===== src/rtl/sram_stream_pkg.sv =====
// ---------------------------------------------------------------------------
// sram_stream_pkg
// Shared definitions for the SRAM stream reader: the default bus widths and
// the reader FSM state type.
// ---------------------------------------------------------------------------
package sram_stream_pkg;

    localparam int ADDR_WIDTH = 4;   // 16-word memory
    localparam int DATA_WIDTH = 32;  // word width
    localparam int CNT_WIDTH  = 5;   // burst length 0..31

    typedef enum logic [1:0] {
        ST_IDLE   = 2'd0,
        ST_FETCH  = 2'd1,
        ST_STREAM = 2'd2
    } state_t;

endpackage : sram_stream_pkg


===== src/rtl/sram_stream_reader_if.sv =====
// ---------------------------------------------------------------------------
// sram_stream_reader_if
// Bundles the burst-request handshake, the memory read port and the output
// stream of the SRAM stream reader.
//   slave  : the reader itself (accepts requests, drives memory address and
//            the output stream).
//   master : the surrounding system (issues requests, returns memory data,
//            sinks the stream).
// ---------------------------------------------------------------------------
interface sram_stream_reader_if #(
    parameter int ADDR_WIDTH = sram_stream_pkg::ADDR_WIDTH,
    parameter int DATA_WIDTH = sram_stream_pkg::DATA_WIDTH,
    parameter int CNT_WIDTH  = sram_stream_pkg::CNT_WIDTH
);
    // burst request
    logic                  startValid;
    logic                  startReady;
    logic [ADDR_WIDTH-1:0] startAddress;
    logic [CNT_WIDTH-1:0]  wordCount;
    logic                  abort;
    // memory read port (asynchronous read)
    logic [ADDR_WIDTH-1:0] memReadAddress;
    logic [DATA_WIDTH-1:0] memReadData;
    // output stream
    logic                  dataValid;
    logic                  dataReady;
    logic [DATA_WIDTH-1:0] dataOut;
    logic                  dataLast;
    // status
    logic                  busy;

    modport slave (
        input  startValid, startAddress, wordCount, abort, memReadData, dataReady,
        output startReady, memReadAddress, dataValid, dataOut, dataLast, busy
    );

    modport master (
        output startValid, startAddress, wordCount, abort, memReadData, dataReady,
        input  startReady, memReadAddress, dataValid, dataOut, dataLast, busy
    );

endinterface : sram_stream_reader_if


===== src/rtl/sram_stream_reader.sv =====
// ---------------------------------------------------------------------------
// sram_stream_reader
// Streams a burst of words out of an external asynchronous-read memory.
// A request (start address, word count) is taken in IDLE; one FETCH cycle
// primes the output register, then STREAM delivers one word per accepted
// transfer with valid/ready back-pressure. Addresses wrap modulo memory size.
//
// Ports
//   clock : rising-edge clock
//   reset : asynchronous active-high reset
//   bus   : sram_stream_reader_if.slave (request, memory port, stream, busy)
// ---------------------------------------------------------------------------
module sram_stream_reader #(
    parameter int ADDR_WIDTH = sram_stream_pkg::ADDR_WIDTH,
    parameter int DATA_WIDTH = sram_stream_pkg::DATA_WIDTH,
    parameter int CNT_WIDTH  = sram_stream_pkg::CNT_WIDTH
) (
    input  logic                 clock,
    input  logic                 reset,
    sram_stream_reader_if.slave  bus
);
    import sram_stream_pkg::*;

    state_t                r_state;
    logic [ADDR_WIDTH-1:0] r_addr;
    logic [CNT_WIDTH-1:0]  r_remaining;   // words still to be transferred, incl. current
    logic [DATA_WIDTH-1:0] r_data;
    logic                  r_valid;

    state_t                w_state_next;
    logic [ADDR_WIDTH-1:0] w_addr_next;
    logic [CNT_WIDTH-1:0]  w_remaining_next;
    logic [DATA_WIDTH-1:0] w_data_next;
    logic                  w_valid_next;

    always_ff @(posedge clock or posedge reset) begin
        if (reset) begin
            r_state     <= ST_IDLE;
            r_addr      <= '0;
            r_remaining <= '0;
            r_data      <= '0;
            r_valid     <= 1'b0;
        end else begin
            r_state     <= w_state_next;
            r_addr      <= w_addr_next;
            r_remaining <= w_remaining_next;
            r_data      <= w_data_next;
            r_valid     <= w_valid_next;
        end
    end

    always_comb begin
        w_state_next     = r_state;
        w_addr_next      = r_addr;
        w_remaining_next = r_remaining;
        w_data_next      = r_data;
        w_valid_next     = r_valid;

        case (r_state)
            ST_IDLE: begin
                // abort is ignored here; a zero-length request is simply consumed
                if (bus.startValid && (bus.wordCount != '0)) begin
                    w_addr_next      = bus.startAddress;
                    w_remaining_next = bus.wordCount;
                    w_state_next     = ST_FETCH;
                end
            end

            ST_FETCH: begin
                if (bus.abort) begin
                    w_valid_next     = 1'b0;
                    w_remaining_next = '0;
                    w_state_next     = ST_IDLE;
                end else begin
                    w_data_next  = bus.memReadData;
                    w_valid_next = 1'b1;
                    w_addr_next  = r_addr + ADDR_WIDTH'(1);
                    w_state_next = ST_STREAM;
                end
            end

            ST_STREAM: begin
                // abort wins over a transfer in the same cycle
                if (bus.abort) begin
                    w_valid_next     = 1'b0;
                    w_remaining_next = '0;
                    w_state_next     = ST_IDLE;
                end else if (r_valid && bus.dataReady) begin
                    if (r_remaining > CNT_WIDTH'(1)) begin
                        // memory already points at the next word, capture it now
                        w_data_next      = bus.memReadData;
                        w_addr_next      = r_addr + ADDR_WIDTH'(1);
                        w_remaining_next = r_remaining - CNT_WIDTH'(1);
                    end else begin
                        w_valid_next     = 1'b0;
                        w_remaining_next = '0;
                        w_state_next     = ST_IDLE;
                    end
                end
            end

            default: begin
                w_valid_next     = 1'b0;
                w_remaining_next = '0;
                w_state_next     = ST_IDLE;
            end
        endcase
    end

    assign bus.startReady     = (r_state == ST_IDLE);
    assign bus.busy           = (r_state != ST_IDLE);
    assign bus.memReadAddress = r_addr;
    assign bus.dataOut        = r_data;
    assign bus.dataValid      = r_valid;
    assign bus.dataLast       = r_valid && (r_remaining == CNT_WIDTH'(1));

endmodule : sram_stream_reader


===== src/flat_wrapper.sv =====
// flat-port wrapper written by rule: the top's interface ports become plain ports
module sram_stream_reader_flat import sram_stream_pkg::*;
#(
    parameter int ADDR_WIDTH = sram_stream_pkg::ADDR_WIDTH,
    parameter int DATA_WIDTH = sram_stream_pkg::DATA_WIDTH,
    parameter int CNT_WIDTH  = sram_stream_pkg::CNT_WIDTH
)
  (clock, reset, bus_startValid, bus_startAddress, bus_wordCount, bus_abort, bus_memReadData, bus_dataReady, bus_startReady, bus_memReadAddress, bus_dataValid, bus_dataOut, bus_dataLast, bus_busy);
  sram_stream_reader_if #(.ADDR_WIDTH(ADDR_WIDTH), .DATA_WIDTH(DATA_WIDTH), .CNT_WIDTH(CNT_WIDTH)) bus_i ();
  input  logic clock;
  input  logic reset;
  input wire logic [$bits(bus_i.startValid)-1:0] bus_startValid;
  input wire logic [$bits(bus_i.startAddress)-1:0] bus_startAddress;
  input wire logic [$bits(bus_i.wordCount)-1:0] bus_wordCount;
  input wire logic [$bits(bus_i.abort)-1:0] bus_abort;
  input wire logic [$bits(bus_i.memReadData)-1:0] bus_memReadData;
  input wire logic [$bits(bus_i.dataReady)-1:0] bus_dataReady;
  output wire logic [$bits(bus_i.startReady)-1:0] bus_startReady;
  output wire logic [$bits(bus_i.memReadAddress)-1:0] bus_memReadAddress;
  output wire logic [$bits(bus_i.dataValid)-1:0] bus_dataValid;
  output wire logic [$bits(bus_i.dataOut)-1:0] bus_dataOut;
  output wire logic [$bits(bus_i.dataLast)-1:0] bus_dataLast;
  output wire logic [$bits(bus_i.busy)-1:0] bus_busy;
  assign bus_i.startValid = bus_startValid;
  assign bus_i.startAddress = bus_startAddress;
  assign bus_i.wordCount = bus_wordCount;
  assign bus_i.abort = bus_abort;
  assign bus_i.memReadData = bus_memReadData;
  assign bus_i.dataReady = bus_dataReady;
  assign bus_startReady = bus_i.startReady;
  assign bus_memReadAddress = bus_i.memReadAddress;
  assign bus_dataValid = bus_i.dataValid;
  assign bus_dataOut = bus_i.dataOut;
  assign bus_dataLast = bus_i.dataLast;
  assign bus_busy = bus_i.busy;
  sram_stream_reader #(.ADDR_WIDTH(ADDR_WIDTH), .DATA_WIDTH(DATA_WIDTH), .CNT_WIDTH(CNT_WIDTH)) u_core (.clock(clock), .reset(reset), .bus(bus_i));
endmodule

===== config.mk =====
export PLATFORM = sky130hd
export DESIGN_NAME = sram_stream_reader_flat
export DESIGN_NICKNAME = d
export VERILOG_FILES = /design/src/rtl/sram_stream_pkg.sv /design/src/rtl/sram_stream_reader_if.sv /design/src/rtl/sram_stream_reader.sv /design/src/flat_wrapper.sv
export SDC_FILE = /design/constraint.sdc
export NUM_CORES = 1
export LEC_CHECK = 0
export CELL_PAD_IN_SITES_DETAIL_PLACEMENT = 0
export CELL_PAD_IN_SITES_GLOBAL_PLACEMENT = 1
export CORE_AREA = 5 5 70 103
export DETAILED_ROUTE_END_ITERATION = 10
export DIE_AREA = 0 0 75 108
export MAX_ROUTING_LAYER = met4
export PLACE_DENSITY = 0.83
export SLEW_MARGIN = 40
export SYNTH_ARGS = -nofsm -noshare
export SYNTH_HDL_FRONTEND = slang
export SYNTH_SLANG_ARGS = --single-unit
export TNS_END_PERCENT = 10

===== constraint.sdc =====
create_clock -name clock -period 3.8 [get_ports clock]
set_input_delay 0.76 -clock clock [delete_from_list [all_inputs] [get_ports clock]]
set_output_delay 0.76 -clock clock [all_outputs]
set_load 0.03 [all_outputs]

Word-level counts from Yosys, hierarchy flattened. Index checks and enable logic that the tools add are counted.

Register bits after elaboration: 44. Latch bits: 0. RAM bits: 0. Memory bits (read-only): 0. Output and inout bits: 40. Memories kept: 0.

Add/subtract/negate cells: 2. Multiply operators: 0. Div/mod/pow operators: 0. Magnitude comparators: 1. Equality and inequality tests: 11. Shift operators: 0. Multiplexer cells: 28. Bitwise logic cells: 1. Reduce and logical (&&, ||, !) cells: 13.

Operator list (count): $mux W32 (4); $pmux W32 S2 (1); $mux W5 (5); $mux W4 (5); $pmux W5 S3 (1); $pmux W4 S3 (1); $mux W2 (5); $reduce_and A3 Y1 (3); $ne A2 B1 Y1 const B (3); $ne A2 B2 Y1 const B (3); $pmux W2 S3 (1); $reduce_and A6 Y1 (1); $eq A5 B1 Y1 const B (1); $gt A5 B1 Y1 const B (1); $reduce_and A5 Y1 (1); $reduce_bool A5 Y1 (1); $sub A5 B1 Y5 const B (1); $add A4 B1 Y4 const B (1); $mux W1 (4); $reduce_bool A2 Y1 (2); $logic_and A1 B1 Y1 (3); $ne A3 B2 Y1 const B (1); $ne A3 B3 Y1 const B (1); $pmux W1 S3 (1); 5 further kinds (5).

Logic depth before layout (Yosys ltp). Gate-level depths: netlist of the first run.

Word-level depth: 5. Mapped depth: 8. Gate-level depth less buffers: 6.

Least setup slack after synthesis of the first run. Ideal clock, no wire load.

Path kind: register -> register. Start point: register u_core.r_state[1]. End point: register u_core.r_addr[1], in the netlist u_core.bus.memReadAddress[1]. Setup time: 0.125 ns. Arrival: 2.266 ns. Slack: 1.409 ns. Stages on the path, launching flop included: 8. Path buffers: 1. Period minus slack after synthesis: 2.391 ns. Cell sequence: dfrtp_1 -> inv_1 -> ha_1 -> buf_4 -> or4b_1 -> o32a_1 -> and4b_4 -> mux2_4.

Longest elaborated chain between the ends: 3. Elaborated cells on any way between the ends: 11.

Ends and longest elaborated chain: start: declaration (line sram_stream_reader.sv:24) `state_t r_state;`; start signal: assignment (line sram_stream_reader.sv:44) `r_state <= w_state_next;`; $logic_not A2 Y1 (*); via bus_startReady (line flat_wrapper.sv:18) `output wire logic [$bits(bus_i.startReady)-1:0] bus_startReady;`; $ne A2 B1 Y1 (no source line) or $reduce_bool A3 Y1 (tied branches); $reduce_and A6 Y1 (no source line); end signal: assignment (line sram_stream_reader.sv:45) `r_addr <= w_addr_next;`; end: declaration (line sram_stream_reader.sv:25) `logic [ADDR_WIDTH-1:0] r_addr;`.

The timed path passes the listed nets; every way through them passes the cells marked *. A chain may end at the register's enable or synchronous reset.

Final worst setup path of the first run.
Start point: register u_core.r_state[1]. End point: output port bus_busy.

Longest elaborated chain between the ends: 1.

Ends and longest elaborated chain: $reduce_bool A2 Y1 (line sram_stream_reader.sv:111) `assign bus.busy = (r_state != ST_IDLE);`; end: declaration (line flat_wrapper.sv:23) `output wire logic [$bits(bus_i.busy)-1:0] bus_busy;`.

Every way passes these cells.

==> results of run 1 <==
## cell usage after synthesis (all sizes together)
master | n | area [um^2]
o2bb2ai | 2 | 17.52
a41oi | 2 | 17.52
nand4 | 1 | 6.260
ha | 7 | 87.58
nor2 | 4 | 15.01
o21bai | 3 | 22.52
o221a | 2 | 22.52
a21bo | 1 | 10.01
o32a | 1 | 10.01
clkbuf | 3 | 11.26
a21o | 2 | 15.01
a22o | 1 | 8.760
o21ai | 6 | 30.03
a21oi | 7 | 35.03
buf | 5 | 27.53
and3 | 2 | 12.51
or4b | 1 | 10.01
nor4 | 1 | 6.260
o221ai | 2 | 17.52
a22oi | 2 | 15.01
o22ai | 3 | 18.77
inv | 10 | 37.54
dfrtp | 44 | 1101
nand2 | 3 | 11.26
a31oi | 2 | 12.51
mux2 | 35 | 397.9
nand2b | 2 | 12.51
nor3 | 2 | 10.01
and4b | 1 | 13.76
a32oi | 4 | 35.03
a21boi | 1 | 7.510
o2111ai | 1 | 8.760
nand3 | 3 | 15.01
and2 | 1 | 6.260
## sequential cells by signal, indices dropped and copies added (netlist names)
| name | cells |
|---|---|
| u_core.bus.dataOut | 32 |
| u_core.r_state | 2 |
| u_core.bus.dataValid | 1 |
| u_core.bus.memReadAddress | 4 |
| u_core.r_remaining | 5 |
## final cells by class
type	count	area [um^2]	share of cell area
multi-input combinational	105	908.4	0.2918
clock inverter	2	35.03	0.01125
clock buffer	6	72.57	0.02331
inverter	10	37.54	0.01206
timing repair buffer	87	865.8	0.2781
sequential	44	1101	0.3537
tap	74	92.59	0.02974
## critical path: stages, from the launching register on
cell	delay, ns
dfrtp_1	0.43
inv_1	0.11
ha_1	0.41
inv_1	0.17
clkdlybuf4s50_1	0.63
## layer usage
metal	track usage	wire [um]	vias to the layer above
met2	0.2332	2716	56
met5	-	0	-
met4	0.04580	65	0
li1	-	-	794
met3	0.02233	390	5
met1	0.1426	1947	791
## metrics by stage
step / instance area (um^2) / instances / utilization / hold WS [ns]
6_report: 3113 / 328 / 0.5042 / 0.5064
5_1_grt: 3113 / 328 / 0.5042 / 0.5251
4_1_cts: 3113 / 328 / 0.5042 / 0.5119
3_5_place_dp: 3005 / 320 / 0.4867 / 0.4929
3_3_place_gp: 3005 / 320 / 0.4867 / 0.4861
2_1_floorplan: 2086 / 167 / - / 0.4796
## kinds of logic after synthesis
kind of cell,share of synthesized area
adders and majority gates,0.04199
DFF,0.5279
and+or+nand+nor,0.05699
muxes,0.1908
AOI/OAI and AO/OA,0.1458
buffers and inverters,0.03660
## worst max-delay path by stage
stage	cells past startpoint	from	endpoint	slack, ns
after floorplan	7	u_core.r_state[1]	u_core.bus.memReadAddress[1]	1.41
after global placement	5	bus_wordCount[3]	u_core.bus.memReadAddress[1]	0.94
after detailed placement	5	bus_wordCount[3]	u_core.bus.memReadAddress[1]	0.92
after CTS	4	u_core.r_state[1]	bus_busy	0.98
after global routing	4	u_core.r_state[1]	bus_busy	0.87
final	4	u_core.r_state[1]	bus_busy	1.00
## power by group through the flow
stage	combinational (mW)	sequential [mW]	clock [mW]
after floorplan	0.860	1.25	0
after global placement	1.88	0.862	0
after detailed placement	1.90	0.875	0
after CTS	1.90	0.865	0.361
after global routing	2.01	0.893	0.380
final	1.87	0.863	0.345
==> reports/metrics.yaml, run 1 <==
critical_path:
  required_ns: 3.04
  cp-start-kind: "flip-flop"
  timing.rr.end: "u_core.bus.memReadAddress[1]"
  r2r_start: "u_core.r_state[1]"
  arrival_ns: 2.04
  reg2regPathDepth: 6
  reg2reg_slack_ns: 1.20
  critPathKind: "reg2out"
  critPathMaxFanout: 11
  end_kind: "primary output"
timing:
  finClkSkew_ns: 0.006515
  rsz0062_at_grt: "no"
  setup_viol: 0
  timing_worst_slew_pin_value_ns: 0.6789
  finalCriticalPeriod_ns: 2.796
  fin_crit_sh: 0.7357
  slew_viol_final: 0
  max_freq_mhz: 357.7
  fin_setup_tns_ns: 0
  hold_viol: 0
  slew_headroom: 0.5446
  layout_setup_ws_ns: 1.004
pwr:
  total_power_mw: 3.081
  clkPwrFrac: 0.112
  p_int_mw: 1.806
  ir_worst_vdd_mv: 0.3757
  combPwrFrac: 0.608
  p_sw_mw: 1.275
  p_seq_frac: 0.280
  sw_frac_of_total: 0.4138
  power.density_mw_per_mm2: 989.7
  leakagePower_nw: 1.273
clock_network:
  postCtsResizedCells: 0
  post_cts_buffers: 0
  cts_sinks: 44
  clk_pin_slew_ns: 0.08
  insertion_delay_ns: 0.29
  root_buffer: "clkbuf_8"
  clockBufferDepth: 2
  ctsHtreeMaxLevel: 2
  cts_tree: "done"
  cts_made_buffers: 5
  ctsHoldBuffers: 0
synth:
  ys_ff_latch: 44
  syn_area_per_cell_um2: 12.49
  ys.warnings.count: 0
  syn_nets: 220
  ys_seq_area_frac: 0.5279
  yosys.cell_types.count: 36
  syn_inst: 167
  synth_area_mm2: 0.002086
grt:
  antenna_found_initial: 0
  grt_max_degree: 33
  grt_pass1_vias: 1722
  gr-total-overflow: 0
  grt_pass1_wl_um: 8010
  grt_use_total: 0.1310
floorplan:
  dieArea_mm2: 0.008100
  start_util: 0.3378
  core.rowCount: 35
  die_x_um: 75
  die_height_um: 108
  coreArea_mm2: 0.006175
  io_pins: 86
min_path:
  whs_path_depth: 1
  min_path_type: "reg2reg"
  worstHoldStart: "u_core.bus.dataOut[4]"
  min_to: "u_core.bus.dataOut[4]"
detailed_routing:
  vias: 1646
  drtIter0Drc: 47
  wl_per_cell_um: 15.61
  first_pass_iters: 4
  postRouteAntennaNets: 0
  routed_wl_um: 5119
  drc_errors: 0
  viasPerCell: 5.018
cells_and_area:
  final_cell_mix: "clkdlybuf4s50_1 (85), dfrtp_1 (44), mux2_2 (34)"
  final_common_cell: "clkdlybuf4s50_1"
  n_antenna_cell: 0
  nFillCells: 575
  drive_gt1_frac: 0.1890
  finalNetCount: 306
  area_delta_synth_final_pct: 49.25
place:
  dp_hpwl_um: 3867
  dpl_worst_slack_ns: 0.9173
  gp_congestion: 0.8449
  io_buffers: 85
flow_run:
  maxCapViolations: 0
outcome:
  status: "finished, final reports clean"
No activity file was read; power rests on OpenSTA's default activity.
==> inputs of run 2 (changes only) <==
--- a/config.mk
+++ b/config.mk
@@ -7,11 +7,11 @@
 export LEC_CHECK = 0
 export CELL_PAD_IN_SITES_DETAIL_PLACEMENT = 0
 export CELL_PAD_IN_SITES_GLOBAL_PLACEMENT = 1
-export CORE_AREA = 5 5 70 103
+export CORE_AREA = 5 5 76 112
 export DETAILED_ROUTE_END_ITERATION = 10
-export DIE_AREA = 0 0 75 108
+export DIE_AREA = 0 0 81 117
 export MAX_ROUTING_LAYER = met4
-export PLACE_DENSITY = 0.83
+export PLACE_DENSITY = 0.74
 export SLEW_MARGIN = 40
 export SYNTH_ARGS = -nofsm -noshare
 export SYNTH_HDL_FRONTEND = slang
==> constraint.sdc (replaced) <==
create_clock -name clock -period 2.5 [get_ports clock]
set_input_delay 0.5 -clock clock [delete_from_list [all_inputs] [get_ports clock]]
set_output_delay 0.5 -clock clock [all_outputs]
set_load 0.03 [all_outputs]
==> reports/metrics.yaml, run 2 (synthesis gave the netlist of run 1 again) <==
grt:
  grt_pass1_vias: 1738  # was 1722
  met3_usage: 0.01991  # was 0.02233
  top_usage_layer: "met2"  # unchanged
  met2_usage: 0.2041  # was 0.2332
  gr-total-overflow: 0  # unchanged
  antenna_found_initial: 0  # unchanged
  grt_use_total: 0.1178  # was 0.1310
  grt.met1_usage: 0.1331  # was 0.1426
  grt_pass1_wl_um: 8424  # was 8010 um
  grt_max_degree: 45  # was 33
clock_network:
  cts_sinks: 44  # unchanged
  post_cts_buffers: 0  # unchanged
  clk_pin_slew_ns: 0.06  # was 0.08 ns
  cts_made_buffers: 5  # unchanged
  clockBufferDepth: 2  # unchanged
  cts_tree: "done"  # unchanged
  ctsHtreeMaxLevel: 2  # unchanged
  insertion_delay_ns: 0.28  # was 0.29 ns
  root_buffer: "clkbuf_16"  # was clkbuf_8
floorplan:
  dieArea_mm2: 0.009477  # was 0.008100 mm^2
  io_pins: 86  # unchanged
  core.rowCount: 39  # was 35
  die_height_um: 117  # was 108 um
  coreArea_mm2: 0.007515  # was 0.006175 mm^2
  start_util: 0.2776  # was 0.3378
  die_x_um: 81  # was 75 um
timing:
  fin_crit_sh: 0.9791
  slew_headroom: 0.6256  # was 0.5446
  whs_ns: 0.5021  # was 0.5064 ns
  finalCriticalPeriod_ns: 2.448
  rsz0062_at_grt: "no"  # unchanged
  timing_worst_slew_pin_value_ns: 0.5616  # was 0.6789 ns
  slew_viol_final: 0  # unchanged
  hold_viol: 0  # unchanged
  finClkSkew_ns: 0.005249  # was 0.006515 ns
  max_freq_mhz: 408.5
  layout_setup_ws_ns: 0.05219  # was 1.004 ns
  fin_setup_tns_ns: 0  # unchanged
  setup_viol: 0  # unchanged
cells_and_area:
  fin_area_mm2: 0.003289  # was 0.003113 mm^2
  final_common_cell: "clkdlybuf4s50_1"  # unchanged
  largest_reg_flops: 32  # unchanged
  multi_input_area_um2: 908.4  # unchanged
  final_cells: 364  # was 328
  nFillCells: 733  # was 575
  drive_gt1_frac: 0.2214  # was 0.1890
  finalNetCount: 314  # was 306
  final_cell_mix: "clkdlybuf4s50_1 (84), dfrtp_1 (44), mux2_2 (34)"  # was clkdlybuf4s50_1 (85), dfrtp_1 (44), mux2_2 (34)
  n_antenna_cell: 0  # unchanged
  final_util: 0.4377  # was 0.5042
  final-seq-area_mm2: 0.001101  # unchanged
  area_delta_synth_final_pct: 57.71  # was 49.25%
place:
  dpl_worst_slack_ns: 0.05613  # was 0.9173 ns
  dp_hpwl_um: 4104  # was 3867 um
  placed_area_mm2: 0.003113  # was 0.003005 mm^2
  post-place-cells: 356  # was 320
  gp_congestion: 0.8643  # was 0.8449
  io_buffers: 85  # unchanged
detailed_routing:
  first_pass_iters: 4  # unchanged
  vias: 1689  # was 1646
  viasPerCell: 4.640  # was 5.018
  routed_wl_um: 5360  # was 5119 um
  postRouteAntennaNets: 0  # unchanged
  wl_per_cell_um: 14.73  # was 15.61 um
  drtIter0Drc: 54  # was 47
  drc_errors: 0  # unchanged
pwr:
  total_power_mw: 5.076  # was 3.081 mW
  leakagePower_nw: 1.351  # was 1.273 nW
  power.density_mw_per_mm2: 1543  # was 989.7 mW/mm^2
  ir_worst_vdd_mv: 0.5971  # was 0.3757 mV
critical_path:
  arrival_ns: 1.95  # was 2.04 ns
  reg2reg_slack_ns: 0.21  # was 1.20 ns
  end_kind: "primary output"  # unchanged
  cp-start-kind: "flip-flop"  # unchanged
  required_ns: 2.00  # was 3.04 ns
  critPathKind: "reg2out"  # unchanged
  critPathMaxFanout: 4  # was 11
min_path:
  min_path_type: "reg2reg"  # unchanged
flow_run:
  maxCapViolations: 0  # unchanged
outcome:
  status: "finished, final reports clean"  # unchanged
==> run 2: layout make-up <==
class	count	share of cell area
well taps	102	0.03880
flip-flops and latches	44	0.3347
inverters	10	0.01141
repair buffers	95	0.2849
clock inverters	2	0.01179
multi-input cells	105	0.2762
clock buffers	6	0.04222
==> run 2: path summary, 6_finish.rpt <==
kind,startpoint,end,cells after the start
max,u_core.r_state[1],bus_startReady,4
min,u_core.bus.dataOut[9],u_core.bus.dataOut[9],1
max reg2reg,u_core.r_state[1],u_core.bus.memReadAddress[1],6
min reg2reg,u_core.bus.dataOut[9],u_core.bus.dataOut[9],1
max in group asynchronous,reset,u_core.bus.memReadAddress[1],3
min in group asynchronous,reset,u_core.bus.dataOut[28],3
==> run 2: where the power goes <==
part | leakage [nW] | internal, mW | switching [mW]
Clock | 0.0871 | 0.500 | 0.267
Combinational | 0.739 | 1.46 | 1.53
Sequential | 0.525 | 1.09 | 0.226
==> run 2: routing by layer <==
metal	wire, um	vias to the layer above
li1	-	811
met1	2128	799
met2	2785	71
met3	348	8
met4	97	0
met5	0	-
==> run 2: what timing repair did <==
action,4_1_cts,5_1_grt
gates resized for setup,1,0
endpoints found under the setup margin,1,0
hold buffers,0,0
==> run 2: worst max-delay path, cell delays in order, from the launching register on <==
cell             delay, ns
dfrtp_1               0.42
inv_1                 0.12
ha_1                  0.29
buf_4                 0.16
clkdlybuf4s50_1       0.68
==> inputs of run 3 (changes only) <==
--- a/config.mk
+++ b/config.mk
@@ -10,6 +10,8 @@
 export CORE_AREA = 5 5 76 112
 export DETAILED_ROUTE_END_ITERATION = 10
 export DIE_AREA = 0 0 81 117
+export GPL_TIMING_DRIVEN = 0
+export HOLD_SLACK_MARGIN = 0.03
 export MAX_ROUTING_LAYER = met4
 export PLACE_DENSITY = 0.74
 export SLEW_MARGIN = 40
==> reports/metrics.yaml, run 3 (synthesis gave the netlist of run 1 again) <==
detailed_routing:
  viasPerCell: 4.595  # was 4.640
  drc_errors: 0  # unchanged
  drtIter0Drc: 28  # was 54
  wl_per_cell_um: 14.55  # was 14.73 um
  first_pass_iters: 4  # unchanged
  vias: 1668  # was 1689
  routed_wl_um: 5281  # was 5360 um
  postRouteAntennaNets: 0  # unchanged
pwr:
  p_int_mw: 2.975  # was 3.050 mW
  power.density_mw_per_mm2: 1519  # was 1543 mW/mm^2
  combPwrFrac: 0.582  # was 0.590
  leakagePower_nw: 1.334  # was 1.351 nW
  clkPwrFrac: 0.153  # was 0.151
  ir_worst_vdd_mv: 0.6366  # was 0.5971 mV
  p_sw_mw: 1.991  # was 2.026 mW
  sw_frac_of_total: 0.4009  # was 0.3991
  p_seq_frac: 0.265  # was 0.258
timing:
  layout_setup_ws_ns: 0.1099  # was 0.05219 ns
  max_freq_mhz: 418.4  # was 408.5 MHz
  rsz0062_at_grt: "no"  # unchanged
  timing_worst_slew_pin_value_ns: 0.4621  # was 0.5616 ns
  setup_viol: 0  # unchanged
  hold_viol: 0  # unchanged
  finClkSkew_ns: 0.005024  # was 0.005249 ns
  finalCriticalPeriod_ns: 2.390  # was 2.448 ns
  slew_headroom: 0.6892  # was 0.6256
  slew_viol_final: 0  # unchanged
  whs_ns: 0.4566  # was 0.5021 ns
  fin_crit_sh: 0.9561  # was 0.9791
cells_and_area:
  finalNetCount: 313  # was 314
  n_antenna_cell: 0  # unchanged
  area_delta_synth_final_pct: 56.75  # was 57.71%
  final_cell_mix: "clkdlybuf4s50_1 (84), dfrtp_1 (44), mux2_2 (34)"  # unchanged
  final_common_cell: "clkdlybuf4s50_1"  # unchanged
  largest_reg_flops: 32  # unchanged
  final_cells: 363  # was 364
  drive_gt1_frac: 0.2146  # was 0.2214
critical_path:
  required_ns: 2.00  # about the same
  cp-start-kind: "flip-flop"  # unchanged
  path_cells: "nor3_2 -> and3_1 -> clkdlybuf4s50_1"  # was inv_1 -> ha_1 -> buf_4 -> clkdlybuf4s50_1
  arrival_ns: 1.89  # was 1.95 ns
  critPathMaxFanout: 5  # was 4
  critPathKind: "reg2out"  # unchanged
  r2r_start: "u_core.r_state[1]"  # unchanged
  critPathCapture: "bus_dataLast"  # was bus_startReady
  cp-startpoint: "u_core.r_remaining[2]"  # was u_core.r_state[1]
  reg2regPathDepth: 8  # was 6
  reg2reg_slack_ns: 0.13  # was 0.21 ns
  timing.rr.end: "u_core.r_remaining[2]"  # was u_core.bus.memReadAddress[1]
  end_kind: "primary output"  # unchanged
  critical_path.max_stage_delay_ns: 0.67  # was 0.68 ns
  cp_slowest_cell: "clkdlybuf4s50_1"  # unchanged
grt:
  grt_pass1_wl_um: 8073  # was 8424 um
  gr-total-overflow: 0  # unchanged
  grt_use_total: 0.1115  # was 0.1178
  grt_pass1_vias: 1707  # was 1738
  grt_max_degree: 38  # was 45
  antenna_found_initial: 0  # unchanged
place:
  dp_hpwl_um: 4087  # was 4104 um
  io_buffers: 85  # unchanged
  dpl_worst_slack_ns: -0.3206  # was 0.05613 ns
  post-place-cells: 355  # was 356
  gp_congestion: 0.8013  # was 0.8643
clock_network:
  insertion_delay_ns: 0.28  # about the same
  ctsHtreeMaxLevel: 2  # unchanged
  clk_pin_slew_ns: 0.06  # about the same
  cts_sinks: 44  # unchanged
  ctsHoldBuffers: 0  # unchanged
  clockBufferDepth: 2  # unchanged
  cts_made_buffers: 5  # unchanged
  root_buffer: "clkbuf_16"  # unchanged
  cts_tree: "done"  # unchanged
floorplan:
  start_util: 0.2776  # unchanged
  die_x_um: 81  # unchanged
  io_pins: 86  # unchanged
  die_height_um: 117  # unchanged
  dieArea_mm2: 0.009477  # unchanged
  core.rowCount: 39  # unchanged
  coreArea_mm2: 0.007515  # unchanged
outcome:
  status: "finished, final reports clean"  # unchanged
flow_run:
  maxCapViolations: 0  # unchanged
min_path:
  min_path_type: "in2async"  # was reg2reg
[run 3: changes by cell type in the layout (fill, tap and decap cells not counted), sizes merged]
| cell | previous run | this run |
|---|---|---|
| buf | 10 | 6 |
| clkbuf | 6 | 9 |
[run 3: layout make-up]
type / instances / area, um^2
buffer: 8 / 40.04
clock buffer: 6 / 138.9
clock inverter: 2 / 38.79
fill: 747 / 4245
inverter: 10 / 40.04
multi-input combinational: 105 / 913.4
sequential: 44 / 1101
tap: 102 / 127.6
timing repair buffer: 86 / 869.6
[run 3: how the worst min path moves through the flow]
| stage | end | slack [ns] | cells past startpoint |
|---|---|---|---|
| floorplan | u_core.r_remaining[4] | 0.48 | 1 |
| CTS | u_core.bus.dataOut[23] | 0.45 | 2 |
| global placement | u_core.bus.dataOut[30] | 0.49 | 1 |
| detailed placement | u_core.bus.dataOut[10] | 0.49 | 1 |
| finish | u_core.bus.dataOut[23] | 0.46 | 2 |
| global route | u_core.bus.dataOut[21] | 0.46 | 2 |
[run 3: power by group through the flow]
| stage | clock [mW] | sequential (mW) | combinational (mW) |
|---|---|---|---|
| global route | 0.820 | 1.37 | 3.10 |
| global placement | 0 | 1.31 | 2.90 |
| CTS | 0.790 | 1.32 | 2.93 |
| finish | 0.761 | 1.31 | 2.89 |
| detailed placement | 0 | 1.32 | 2.93 |
| floorplan | 0 | 1.91 | 1.31 |
[run 3: stage by stage]
step | power [mW] | cell area [um^2] | TNS (ns) | util
after floorplan | 3.213 | 2086 | 0 | -
after global placement | 4.207 | 3064 | -11.51 | 0.4078
after detailed placement | 4.251 | 3087 | -9.118 | 0.4108
after CTS | 5.039 | 3269 | 0 | 0.4351
after global routing | 5.284 | 3269 | 0 | 0.4351
final | 4.966 | 3269 | 0 | 0.4351
[run 3: routing by layer]
| layer | GRT usage | vias to the layer above | wire length [um] | part of all wire |
|---|---|---|---|---|
| li1 | - | 804 | - | - |
| met2 | 0.2035 | 54 | 2819 | 0.53 |
| met4 | 0.03382 | 0 | 24 | 0.0045 |
| met3 | 0.01685 | 2 | 281 | 0.053 |
| met5 | - | - | 0 | 0 |
| met1 | 0.1236 | 808 | 2155 | 0.41 |
[run 3: worst max-delay path, delay by kind of cell (launching register included)]
kind | cells | cell delay [ns]
buffers and inverters | 1 | 0.67
flip-flops | 1 | 0.44
AND/OR/NAND/NOR | 2 | 0.50
[run 3: what timing repair did]
| action | CTS | global route |
|---|---|---|
| cloned | 0 | 0 |
| gates resized for setup | 3 | 1 |
| endpoints found under the hold margin | 0 | 0 |
| endpoints found under the setup margin | 32 | 30 |
| setup buffers | 0 | 0 |
